<file path="src/rtl/ibex_core_controller_pkg.sv">
// Shared types for the ibex ID-stage controller.
// FSM states, PC mux selects, debug causes and exception causes.
package ibex_core_controller_pkg;

  typedef enum logic [3:0] {
    RESET        = 4'd0,
    BOOT_SET     = 4'd1,
    WAIT_SLEEP   = 4'd2,
    SLEEP        = 4'd3,
    FIRST_FETCH  = 4'd4,
    DECODE       = 4'd5,
    FLUSH        = 4'd6,
    IRQ_TAKEN    = 4'd7,
    DBG_TAKEN_IF = 4'd8,
    DBG_TAKEN_ID = 4'd9
  } ctrl_fsm_e;

  typedef enum logic [2:0] {
    PC_BOOT = 3'd0,
    PC_JUMP = 3'd1,
    PC_EXC  = 3'd2,
    PC_ERET = 3'd3,
    PC_DRET = 3'd4
  } pc_sel_e;

  typedef enum logic [1:0] {
    EXC_PC_EXC     = 2'd0,
    EXC_PC_IRQ     = 2'd1,
    EXC_PC_DBD     = 2'd2,
    EXC_PC_DBG_EXC = 2'd3
  } exc_pc_sel_e;

  typedef enum logic [2:0] {
    DBG_CAUSE_NONE    = 3'd0,
    DBG_CAUSE_EBREAK  = 3'd1,
    DBG_CAUSE_HALTREQ = 3'd3,
    DBG_CAUSE_STEP    = 3'd4
  } dbg_cause_e;

  localparam logic [1:0] PRIV_M = 2'b11;
  localparam logic [1:0] PRIV_U = 2'b00;

  localparam logic [5:0] EXC_CAUSE_INSN_FAULT  = 6'h01;
  localparam logic [5:0] EXC_CAUSE_ILLEGAL     = 6'h02;
  localparam logic [5:0] EXC_CAUSE_BREAKPOINT  = 6'h03;
  localparam logic [5:0] EXC_CAUSE_LOAD_FAULT  = 6'h05;
  localparam logic [5:0] EXC_CAUSE_STORE_FAULT = 6'h07;
  localparam logic [5:0] EXC_CAUSE_ECALL_U     = 6'h08;
  localparam logic [5:0] EXC_CAUSE_ECALL_M     = 6'h0B;
  localparam logic [5:0] EXC_CAUSE_IRQ_SOFT    = 6'h23;
  localparam logic [5:0] EXC_CAUSE_IRQ_TIMER   = 6'h27;
  localparam logic [5:0] EXC_CAUSE_IRQ_EXT     = 6'h2B;
  localparam logic [5:0] EXC_CAUSE_IRQ_FAST_0  = 6'h30;
  localparam logic [5:0] EXC_CAUSE_IRQ_NM      = 6'h3F;

  // Interrupt cause: NMI, then lowest fast irq, then ext, soft, timer.
  function automatic logic [5:0] irq_cause(
    input logic        nm,
    input logic [14:0] mfip,
    input logic        meip,
    input logic        msip,
    input logic        mtip
  );
    logic [5:0] c;
    c = '0;
    if (nm) begin
      c = EXC_CAUSE_IRQ_NM;
    end else if (|mfip) begin
      for (int k = 14; k >= 0; k--) begin
        if (mfip[k]) c = EXC_CAUSE_IRQ_FAST_0 + 6'(k);
      end
    end else if (meip) begin
      c = EXC_CAUSE_IRQ_EXT;
    end else if (msip) begin
      c = EXC_CAUSE_IRQ_SOFT;
    end else if (mtip) begin
      c = EXC_CAUSE_IRQ_TIMER;
    end
    return c;
  endfunction

endpackage

</file>
<file path="src/rtl/ibex_core_controller_if.sv">
// IF/ID handshake and PC-redirect bundle.
// master = controller, slave = fetch/ID side.
interface ibex_core_controller_if;
  logic       instr_valid;
  logic       instr_req;
  logic       pc_set;
  logic [2:0] pc_mux;
  logic [1:0] exc_pc_mux;
  logic       id_in_ready;
  logic       instr_valid_clear;

  modport master (
    input  instr_valid,
    output instr_req, pc_set, pc_mux, exc_pc_mux,
    output id_in_ready, instr_valid_clear
  );

  modport slave (
    output instr_valid,
    input  instr_req, pc_set, pc_mux, exc_pc_mux,
    input  id_in_ready, instr_valid_clear
  );
endinterface

</file>
<file path="src/rtl/ibex_core_controller.sv">
// ibex ID-stage control FSM: boot, sleep, decode, flush,
// interrupt entry and debug entry/exit.
module ibex_core_controller
  import ibex_core_controller_pkg::*;
(
  input  logic        clk_i,
  input  logic        rst_i,
  ibex_core_controller_if.master ctrl,
  input  logic        fetch_enable_i,
  input  logic [31:0] instr_i,
  input  logic [15:0] instr_compressed_i,
  input  logic        instr_is_compressed_i,
  input  logic        illegal_insn_i,
  input  logic        ecall_insn_i,
  input  logic        mret_insn_i,
  input  logic        dret_insn_i,
  input  logic        wfi_insn_i,
  input  logic        ebrk_insn_i,
  input  logic        csr_pipe_flush_i,
  input  logic        instr_fetch_err_i,
  input  logic        load_err_i,
  input  logic        store_err_i,
  input  logic [31:0] pc_id_i,
  input  logic [31:0] lsu_addr_last_i,
  input  logic        branch_set_i,
  input  logic        jump_set_i,
  input  logic        stall_lsu_i,
  input  logic        stall_multdiv_i,
  input  logic        stall_jump_i,
  input  logic        stall_branch_i,
  input  logic        irq_pending_i,
  input  logic        irq_nm_i,
  input  logic        csr_msip_i,
  input  logic        csr_mtip_i,
  input  logic        csr_meip_i,
  input  logic [14:0] csr_mfip_i,
  input  logic        csr_mstatus_mie_i,
  input  logic        csr_mstatus_tw_i,
  input  logic [1:0]  priv_mode_i,
  input  logic        debug_req_i,
  input  logic        debug_single_step_i,
  input  logic        debug_ebreakm_i,
  input  logic        debug_ebreaku_i,
  output logic        ctrl_busy_o,
  output logic [5:0]  exc_cause_o,
  output logic [31:0] csr_mtval_o,
  output logic        csr_save_if_o,
  output logic        csr_save_id_o,
  output logic        csr_save_cause_o,
  output logic        csr_restore_mret_id_o,
  output logic        csr_restore_dret_id_o,
  output logic        debug_csr_save_o,
  output logic [2:0]  debug_cause_o,
  output logic        debug_mode_o,
  output logic        perf_jump_o,
  output logic        perf_tbranch_o
);

  ctrl_fsm_e   state_q, state_d;
  logic        debug_mode_q, debug_mode_d;
  logic        stall, halt_if, flush_id;
  logic        irq_req, special, ebrk_dbg, wfi_ill, exc;
  logic        instr_req, pc_set;
  pc_sel_e     pc_mux;
  exc_pc_sel_e exc_pc_mux;
  logic [31:0] ill_mtval;

  assign stall = stall_lsu_i | stall_multdiv_i
               | stall_jump_i | stall_branch_i;

  assign irq_req = irq_nm_i
                 | (irq_pending_i & csr_mstatus_mie_i
                    & ~debug_mode_q);

  assign special = ctrl.instr_valid
                 & (illegal_insn_i | ecall_insn_i
                    | mret_insn_i | dret_insn_i
                    | wfi_insn_i | ebrk_insn_i
                    | csr_pipe_flush_i | instr_fetch_err_i
                    | load_err_i | store_err_i);

  assign ebrk_dbg = ~debug_mode_q
                  & (((priv_mode_i == PRIV_M) & debug_ebreakm_i)
                   | ((priv_mode_i == PRIV_U) & debug_ebreaku_i));

  assign wfi_ill = (priv_mode_i == PRIV_U) & csr_mstatus_tw_i;

  assign ill_mtval = instr_is_compressed_i
                   ? {16'h0, instr_compressed_i} : instr_i;

  assign ctrl.instr_req         = instr_req;
  assign ctrl.pc_set            = pc_set;
  assign ctrl.pc_mux            = pc_mux;
  assign ctrl.exc_pc_mux        = exc_pc_mux;
  assign ctrl.id_in_ready       = ~stall & ~halt_if;
  assign ctrl.instr_valid_clear = ~stall
                                & (ctrl.id_in_ready | flush_id);
  assign debug_mode_o           = debug_mode_q;

  // State and debug-mode flag, synchronous reset
  always_ff @(posedge clk_i) begin
    if (rst_i) begin
      state_q      <= RESET;
      debug_mode_q <= 1'b0;
    end else begin
      state_q      <= state_d;
      debug_mode_q <= debug_mode_d;
    end
  end

  // Next state and all combinational control outputs
  always_comb begin
    state_d               = state_q;
    debug_mode_d          = debug_mode_q;
    halt_if               = 1'b0;
    flush_id              = 1'b0;
    exc                   = 1'b0;
    instr_req             = 1'b1;
    ctrl_busy_o           = 1'b1;
    pc_set                = 1'b0;
    pc_mux                = PC_BOOT;
    exc_pc_mux            = EXC_PC_EXC;
    exc_cause_o           = '0;
    csr_mtval_o           = '0;
    csr_save_if_o         = 1'b0;
    csr_save_id_o         = 1'b0;
    csr_save_cause_o      = 1'b0;
    csr_restore_mret_id_o = 1'b0;
    csr_restore_dret_id_o = 1'b0;
    debug_csr_save_o      = 1'b0;
    debug_cause_o         = DBG_CAUSE_NONE;
    perf_jump_o           = 1'b0;
    perf_tbranch_o        = 1'b0;

    unique case (state_q)
      RESET: begin
        instr_req   = 1'b0;
        ctrl_busy_o = 1'b0;
        if (fetch_enable_i) state_d = BOOT_SET;
      end

      BOOT_SET: begin
        pc_set  = 1'b1;
        pc_mux  = PC_BOOT;
        state_d = FIRST_FETCH;
      end

      WAIT_SLEEP, SLEEP: begin
        instr_req   = 1'b0;
        ctrl_busy_o = 1'b0;
        halt_if     = 1'b1;
        flush_id    = 1'b1;
        if (state_q == WAIT_SLEEP) begin
          state_d = SLEEP;
        end else if (debug_req_i | irq_pending_i
                     | irq_nm_i | debug_single_step_i) begin
          state_d = FIRST_FETCH;
        end
      end

      FIRST_FETCH: begin
        if (ctrl.id_in_ready) state_d = DECODE;
        if (irq_req) state_d = IRQ_TAKEN;
        if (debug_req_i & ~debug_mode_q) begin
          state_d = DBG_TAKEN_IF;
        end
      end

      DECODE: begin
        if (special) begin
          halt_if = 1'b1;
          state_d = FLUSH;
        end else if (branch_set_i | jump_set_i) begin
          pc_set         = 1'b1;
          pc_mux         = PC_JUMP;
          perf_tbranch_o = branch_set_i;
          perf_jump_o    = jump_set_i;
        end
        if (~stall & ~special) begin
          if ((debug_req_i | debug_single_step_i)
              & ~debug_mode_q) begin
            halt_if = 1'b1;
            state_d = DBG_TAKEN_IF;
          end else if (irq_req) begin
            halt_if = 1'b1;
            state_d = IRQ_TAKEN;
          end
        end
      end

      IRQ_TAKEN: begin
        pc_set           = 1'b1;
        pc_mux           = PC_EXC;
        exc_pc_mux       = EXC_PC_IRQ;
        csr_save_if_o    = 1'b1;
        csr_save_cause_o = 1'b1;
        exc_cause_o      = irq_cause(irq_nm_i, csr_mfip_i,
                                     csr_meip_i, csr_msip_i,
                                     csr_mtip_i);
        state_d          = DECODE;
      end

      DBG_TAKEN_IF, DBG_TAKEN_ID: begin
        pc_set           = 1'b1;
        pc_mux           = PC_EXC;
        exc_pc_mux       = EXC_PC_DBD;
        debug_csr_save_o = 1'b1;
        debug_mode_d     = 1'b1;
        state_d          = DECODE;
        if (state_q == DBG_TAKEN_ID) begin
          csr_save_id_o = 1'b1;
          debug_cause_o = DBG_CAUSE_EBREAK;
        end else begin
          csr_save_if_o = 1'b1;
          debug_cause_o = debug_single_step_i
                        ? DBG_CAUSE_STEP : DBG_CAUSE_HALTREQ;
        end
      end

      FLUSH: begin
        halt_if  = 1'b1;
        flush_id = 1'b1;
        state_d  = DECODE;
        if (instr_fetch_err_i) begin
          exc         = 1'b1;
          exc_cause_o = EXC_CAUSE_INSN_FAULT;
          csr_mtval_o = pc_id_i;
        end else if (illegal_insn_i) begin
          exc         = 1'b1;
          exc_cause_o = EXC_CAUSE_ILLEGAL;
          csr_mtval_o = ill_mtval;
        end else if (ecall_insn_i) begin
          exc         = 1'b1;
          exc_cause_o = (priv_mode_i == PRIV_M)
                      ? EXC_CAUSE_ECALL_M : EXC_CAUSE_ECALL_U;
        end else if (ebrk_insn_i) begin
          if (ebrk_dbg) begin
            state_d = DBG_TAKEN_ID;
          end else begin
            exc         = 1'b1;
            exc_cause_o = EXC_CAUSE_BREAKPOINT;
          end
        end else if (store_err_i) begin
          exc         = 1'b1;
          exc_cause_o = EXC_CAUSE_STORE_FAULT;
          csr_mtval_o = lsu_addr_last_i;
        end else if (load_err_i) begin
          exc         = 1'b1;
          exc_cause_o = EXC_CAUSE_LOAD_FAULT;
          csr_mtval_o = lsu_addr_last_i;
        end else if (mret_insn_i) begin
          pc_set                = 1'b1;
          pc_mux                = PC_ERET;
          csr_restore_mret_id_o = 1'b1;
        end else if (dret_insn_i) begin
          pc_set                = 1'b1;
          pc_mux                = PC_DRET;
          csr_restore_dret_id_o = 1'b1;
          debug_mode_d          = 1'b0;
        end else if (wfi_insn_i & ~debug_mode_q) begin
          if (wfi_ill) begin
            exc         = 1'b1;
            exc_cause_o = EXC_CAUSE_ILLEGAL;
            csr_mtval_o = ill_mtval;
          end else begin
            state_d = WAIT_SLEEP;
          end
        end
        // Exceptions taken in debug mode stay out of the M-mode CSRs
        if (exc) begin
          pc_set           = 1'b1;
          pc_mux           = PC_EXC;
          exc_pc_mux       = debug_mode_q
                           ? EXC_PC_DBG_EXC : EXC_PC_EXC;
          csr_save_id_o    = ~debug_mode_q;
          csr_save_cause_o = ~debug_mode_q;
        end
      end

      default: state_d = RESET;
    endcase
  end

endmodule

</file>
<file path="src/flat_wrapper.sv">
// flat-port wrapper written by rule: the top's interface ports become plain ports
module ibex_core_controller_flat import ibex_core_controller_pkg::*;
  (clk_i, rst_i, fetch_enable_i, instr_i, instr_compressed_i, instr_is_compressed_i, illegal_insn_i, ecall_insn_i, mret_insn_i, dret_insn_i, wfi_insn_i, ebrk_insn_i, csr_pipe_flush_i, instr_fetch_err_i, load_err_i, store_err_i, pc_id_i, lsu_addr_last_i, branch_set_i, jump_set_i, stall_lsu_i, stall_multdiv_i, stall_jump_i, stall_branch_i, irq_pending_i, irq_nm_i, csr_msip_i, csr_mtip_i, csr_meip_i, csr_mfip_i, csr_mstatus_mie_i, csr_mstatus_tw_i, priv_mode_i, debug_req_i, debug_single_step_i, debug_ebreakm_i, debug_ebreaku_i, ctrl_busy_o, exc_cause_o, csr_mtval_o, csr_save_if_o, csr_save_id_o, csr_save_cause_o, csr_restore_mret_id_o, csr_restore_dret_id_o, debug_csr_save_o, debug_cause_o, debug_mode_o, perf_jump_o, perf_tbranch_o, ctrl_instr_valid, ctrl_instr_req, ctrl_pc_set, ctrl_pc_mux, ctrl_exc_pc_mux, ctrl_id_in_ready, ctrl_instr_valid_clear);
  ibex_core_controller_if ctrl_i ();
  input  logic clk_i;
  input  logic rst_i;
  input  logic fetch_enable_i;
  input  logic [31:0] instr_i;
  input  logic [15:0] instr_compressed_i;
  input  logic instr_is_compressed_i;
  input  logic illegal_insn_i;
  input  logic ecall_insn_i;
  input  logic mret_insn_i;
  input  logic dret_insn_i;
  input  logic wfi_insn_i;
  input  logic ebrk_insn_i;
  input  logic csr_pipe_flush_i;
  input  logic instr_fetch_err_i;
  input  logic load_err_i;
  input  logic store_err_i;
  input  logic [31:0] pc_id_i;
  input  logic [31:0] lsu_addr_last_i;
  input  logic branch_set_i;
  input  logic jump_set_i;
  input  logic stall_lsu_i;
  input  logic stall_multdiv_i;
  input  logic stall_jump_i;
  input  logic stall_branch_i;
  input  logic irq_pending_i;
  input  logic irq_nm_i;
  input  logic csr_msip_i;
  input  logic csr_mtip_i;
  input  logic csr_meip_i;
  input  logic [14:0] csr_mfip_i;
  input  logic csr_mstatus_mie_i;
  input  logic csr_mstatus_tw_i;
  input  logic [1:0] priv_mode_i;
  input  logic debug_req_i;
  input  logic debug_single_step_i;
  input  logic debug_ebreakm_i;
  input  logic debug_ebreaku_i;
  output logic ctrl_busy_o;
  output logic [5:0] exc_cause_o;
  output logic [31:0] csr_mtval_o;
  output logic csr_save_if_o;
  output logic csr_save_id_o;
  output logic csr_save_cause_o;
  output logic csr_restore_mret_id_o;
  output logic csr_restore_dret_id_o;
  output logic debug_csr_save_o;
  output logic [2:0] debug_cause_o;
  output logic debug_mode_o;
  output logic perf_jump_o;
  output logic perf_tbranch_o;
  input wire logic [$bits(ctrl_i.instr_valid)-1:0] ctrl_instr_valid;
  output wire logic [$bits(ctrl_i.instr_req)-1:0] ctrl_instr_req;
  output wire logic [$bits(ctrl_i.pc_set)-1:0] ctrl_pc_set;
  output wire logic [$bits(ctrl_i.pc_mux)-1:0] ctrl_pc_mux;
  output wire logic [$bits(ctrl_i.exc_pc_mux)-1:0] ctrl_exc_pc_mux;
  output wire logic [$bits(ctrl_i.id_in_ready)-1:0] ctrl_id_in_ready;
  output wire logic [$bits(ctrl_i.instr_valid_clear)-1:0] ctrl_instr_valid_clear;
  assign ctrl_i.instr_valid = ctrl_instr_valid;
  assign ctrl_instr_req = ctrl_i.instr_req;
  assign ctrl_pc_set = ctrl_i.pc_set;
  assign ctrl_pc_mux = ctrl_i.pc_mux;
  assign ctrl_exc_pc_mux = ctrl_i.exc_pc_mux;
  assign ctrl_id_in_ready = ctrl_i.id_in_ready;
  assign ctrl_instr_valid_clear = ctrl_i.instr_valid_clear;
  ibex_core_controller u_core (.clk_i(clk_i), .rst_i(rst_i), .ctrl(ctrl_i), .fetch_enable_i(fetch_enable_i), .instr_i(instr_i), .instr_compressed_i(instr_compressed_i), .instr_is_compressed_i(instr_is_compressed_i), .illegal_insn_i(illegal_insn_i), .ecall_insn_i(ecall_insn_i), .mret_insn_i(mret_insn_i), .dret_insn_i(dret_insn_i), .wfi_insn_i(wfi_insn_i), .ebrk_insn_i(ebrk_insn_i), .csr_pipe_flush_i(csr_pipe_flush_i), .instr_fetch_err_i(instr_fetch_err_i), .load_err_i(load_err_i), .store_err_i(store_err_i), .pc_id_i(pc_id_i), .lsu_addr_last_i(lsu_addr_last_i), .branch_set_i(branch_set_i), .jump_set_i(jump_set_i), .stall_lsu_i(stall_lsu_i), .stall_multdiv_i(stall_multdiv_i), .stall_jump_i(stall_jump_i), .stall_branch_i(stall_branch_i), .irq_pending_i(irq_pending_i), .irq_nm_i(irq_nm_i), .csr_msip_i(csr_msip_i), .csr_mtip_i(csr_mtip_i), .csr_meip_i(csr_meip_i), .csr_mfip_i(csr_mfip_i), .csr_mstatus_mie_i(csr_mstatus_mie_i), .csr_mstatus_tw_i(csr_mstatus_tw_i), .priv_mode_i(priv_mode_i), .debug_req_i(debug_req_i), .debug_single_step_i(debug_single_step_i), .debug_ebreakm_i(debug_ebreakm_i), .debug_ebreaku_i(debug_ebreaku_i), .ctrl_busy_o(ctrl_busy_o), .exc_cause_o(exc_cause_o), .csr_mtval_o(csr_mtval_o), .csr_save_if_o(csr_save_if_o), .csr_save_id_o(csr_save_id_o), .csr_save_cause_o(csr_save_cause_o), .csr_restore_mret_id_o(csr_restore_mret_id_o), .csr_restore_dret_id_o(csr_restore_dret_id_o), .debug_csr_save_o(debug_csr_save_o), .debug_cause_o(debug_cause_o), .debug_mode_o(debug_mode_o), .perf_jump_o(perf_jump_o), .perf_tbranch_o(perf_tbranch_o));
endmodule
</file>
<file path="config.mk">
export PLATFORM = sky130hd
export DESIGN_NAME = ibex_core_controller_flat
export DESIGN_NICKNAME = d
export VERILOG_FILES = /design/src/rtl/ibex_core_controller_pkg.sv /design/src/rtl/ibex_core_controller_if.sv /design/src/rtl/ibex_core_controller.sv /design/src/flat_wrapper.sv
export SDC_FILE = /design/constraint.sdc
export NUM_CORES = 1
export LEC_CHECK = 0
export ABC_AREA = 1
export BUFFER_PORTS_ARGS = -buffer_cell sky130_fd_sc_hd__buf_2
export CORE_AREA = 2 2 84 86
export DETAILED_ROUTE_END_ITERATION = 16
export DIE_AREA = 0 0 86 88
export PLACE_DENSITY = 0.79
export SYNTH_ARGS = -nofsm -noshare
export SYNTH_HDL_FRONTEND = slang
export SYNTH_SLANG_ARGS = --single-unit
</file>
<file path="constraint.sdc">
create_clock -name clk_i -period 2.1 [get_ports clk_i]
set_clock_uncertainty 0.15 [all_clocks]
set_input_delay 0.105 -clock clk_i [delete_from_list [all_inputs] [get_ports clk_i]]
set_output_delay 0.105 -clock clk_i [all_outputs]
set_load 0.01 [all_outputs]
</file>
==> flow_summary.ini <==
[status]
run_status = completed

[worst_setup_path]
critPathBufInv = 3
critPathMaxStageDelay_ns = 0.44
cp_max_fo = 6
endpoint_kind = primary output
slowest_stage = dfxtp_1
worstPathRequired_ns = 1.85
cpMostUsedCell = nor2_1
critPathTopFamily = simple AND/OR/NAND/NOR gates
worstReg2RegStart = u_core.state_q[0]
path_cells = inv_2 -> nor2_1 -> inv_2 -> nor2_2 -> nand2_1 -> nor2_1 -> nor2_1 -> nand3_1 -> buf_2
r2r-end = u_core.state_q[2]
cp-start-kind = flop
r2r_cells = 10
path_class = reg -> out
cp.arrival_ns = 1.74
ff2ff_setup_slack_ns = 0.27

[clock_tree]
clkTransAtPathRegs_ns = 0.04
cts_max_level = 1
clk_latency_ns = 0.24
numCtsBuffers = 3
cts_root_buffer = clkbuf_8
clock_sinks = 5
cts_max_path_buffers = 2
cts_tree = built

[sta]
hold_viol = 0
period_needed_ns = 2.00
worst_slew_pin_slew_ns = 0.500
slew_headroom_pct = 66.7
rsz0062_at_grt = true
fin_hold_ws_ns = 0.0495
finalSetupViolCount = 0
max_freq_mhz = 500
maxSlewViolCount = 0
post-route-period-util_pct = 95.2
fin_ws_ns = 0.101

[routing]
drt_wl_total_um = 10500
first_pass_iters = 5
antenna_left = 0
viasPerCell = 5.34
drt_first_iter_violations = 209
vias = 3989
wl_per_cell_um = 14.0
drc = 0

[hold_path]
min_to = u_core.state_q[3]
holdPathStages = 3
hp-class = in -> reg
min-delay-start = debug_req_i

[pwr]
leakage_nw = 2.01
p_per_area_mw_per_mm2 = 283
ir_drop_uv = 140

[place]
gp_congestion = 0.990
port_buffers = 220
dp_slack_ns = 0.179
hpwl_um = 8430
placed_area_mm2 = 0.00362

[final_layout]
drive_gt1_share_pct = 46.5
nets = 829
stdcell_area_mm2 = 0.00372
num_antenna_cells = 0
final_util_pct = 56.0
area_delta_synth_final_pct = 52.3

[yosys]
syn_area_mm2 = 0.00244
synth_area_leaders = o21ai_0, nand2_1, inv_1
netlist_instances = 453
synthArstFlopShare_pct = 0
synthFlopType = dfxtp_1
ys_seq_area_share_pct = 4.10
synth_top_area_cell = o21ai_0
syn_nets = 614
synth_area_per_cell_um2 = 5.39
synth_top_cell_area_share_pct = 16.6
synth-edff-count = 0
synth_warnings = 0
synth_cell_types = 35
yosys_register_bits = 5

[global_route]
grt_max_degree = 35
antenna_found_initial = 0
grt_pass1_vias = 3562
grt_use_total_pct = 25.7
grt.overflow.total = 0
grt_pass1_wl_um = 16100

[floorplan]
dieArea_mm2 = 0.00757
start_util_pct = 36.8
die_height_um = 88
die_w_um = 86
ios = 221
num_rows = 30
coreArea_mm2 = 0.00664

[job]
maxCapViolCount = 0
-- what timing repair did --
action | CTS | global route
hold buffers | 1 | 0
endpoints found under the hold margin | 3 | 0
buffers inserted | 0 | 4
endpoints found under the setup margin | 2 | 26
pin swaps | 0 | 1
resized for setup | 2 | 4
-- flip-flops by register name, indices dropped and copies added, names as in the netlist --
name,cells
u_core.debug_mode_o,1
u_core.state_q,4
-- logic make-up (layout without fill, tap and decap cells) --
kind of cell	after synthesis	in the layout	share of synthesized area [%]
and+or+nand+nor	187	187	37.9
AOI/OAI and AO/OA	178	178	44.1
buffers and inverters	83	297	14.0
DFF	5	5	4.10
-- layout by cell type (no fill, tap or decap), types with 2 or more instances in the layout --
master and count:
nand2_1 76, a21oi_1 31, a31oi_1 20, o211ai_1 8, inv_1 44, o21ai_0 81
or2_2 16, nor4_1 4, buf_4 11, nor2_4 6, o211ai_2 10, nor2_2 4
nor3_1 5, dfxtp_1 4, nand3_2 2, nand3_1 17, inv_2 13, buf_2 220
nand2_2 4, a21oi_2 11, nor2_1 41, nand4_1 7, buf_12 2, clkbuf_8 3
o21ai_1 12
-- worst reg2reg max path, stage by stage, from the launching register on --
cell and delay (ns):
dfxtp_1 0.44, nor2_1 0.12, nand2_2 0.18, clkinv_4 0.13, buf_4 0.18, a21oi_1 0.17
nand3_2 0.11, nand2_2 0.09, o21ai_1 0.07, nand2_1 0.06, inv_1 0.03
-- cells in the mapped netlist (7+ instances only) --
library cell and instances:
a21oi_1 31, nand3_1 17, nand2_1 76, o211ai_1 8, a31oi_1 20, o21ai_1 12
a21oi_2 11, o211ai_2 10, nor2_1 41, or2_2 16, nand4_1 7, inv_1 44
o21ai_0 81, inv_2 14, clkbuf_1 14
-- worst max path at each step --
stage / startpoint / to / slack, ns / cells after the start
2_1_floorplan: u_core.state_q[1] / csr_mtval_o[4] / 0.53 / 8
3_3_place_gp: store_err_i / exc_cause_o[0] / 0.23 / 8
3_5_place_dp: u_core.state_q[1] / csr_mtval_o[0] / 0.18 / 8
4_1_cts: u_core.state_q[1] / csr_mtval_o[0] / 0.01 / 8
5_1_grt: u_core.state_q[1] / csr_mtval_o[0] / -0.01 / 8
6_report: u_core.state_q[0] / ctrl_pc_set / 0.10 / 9
-- where the power goes --
part           switching (W)  internal (W)
Sequential         0.0000240      0.000112
Clock              0.0000608      0.000131
Combinational       0.000425      0.000299
Total               0.000510      0.000542
-- layer usage --
metal	global-route usage (%)	part of all wire [%]	vias up
li1	-	-	1995
met1	31.2	41	1758
met2	46.8	49	216
met3	3.49	8.6	20
met4	8.23	2.1	0
met5	0	0	-
-- through the flow --
stage / TNS [ns] / power (W) / cells
after CTS: 0 / 0.00104 / 743
after global placement: 0 / 0.000828 / 738
after detailed placement: 0 / 0.000842 / 738
after floorplan: 0 / 0.000555 / 453
final: 0 / 0.00105 / 747
after global routing: -0.0114 / 0.00114 / 747
-- cell type report --
| cell class | instances | area [um^2] |
|---|---|---|
| fill | 667 | 2920 |
| clock buffer | 4 | 45.0 |
| timing repair buffer | 235 | 1240 |
| tap | 80 | 100 |
| inverter | 58 | 223 |
| multi-input combinational | 365 | 2010 |
| sequential | 5 | 101 |
(Power assumes the default switching activity.)
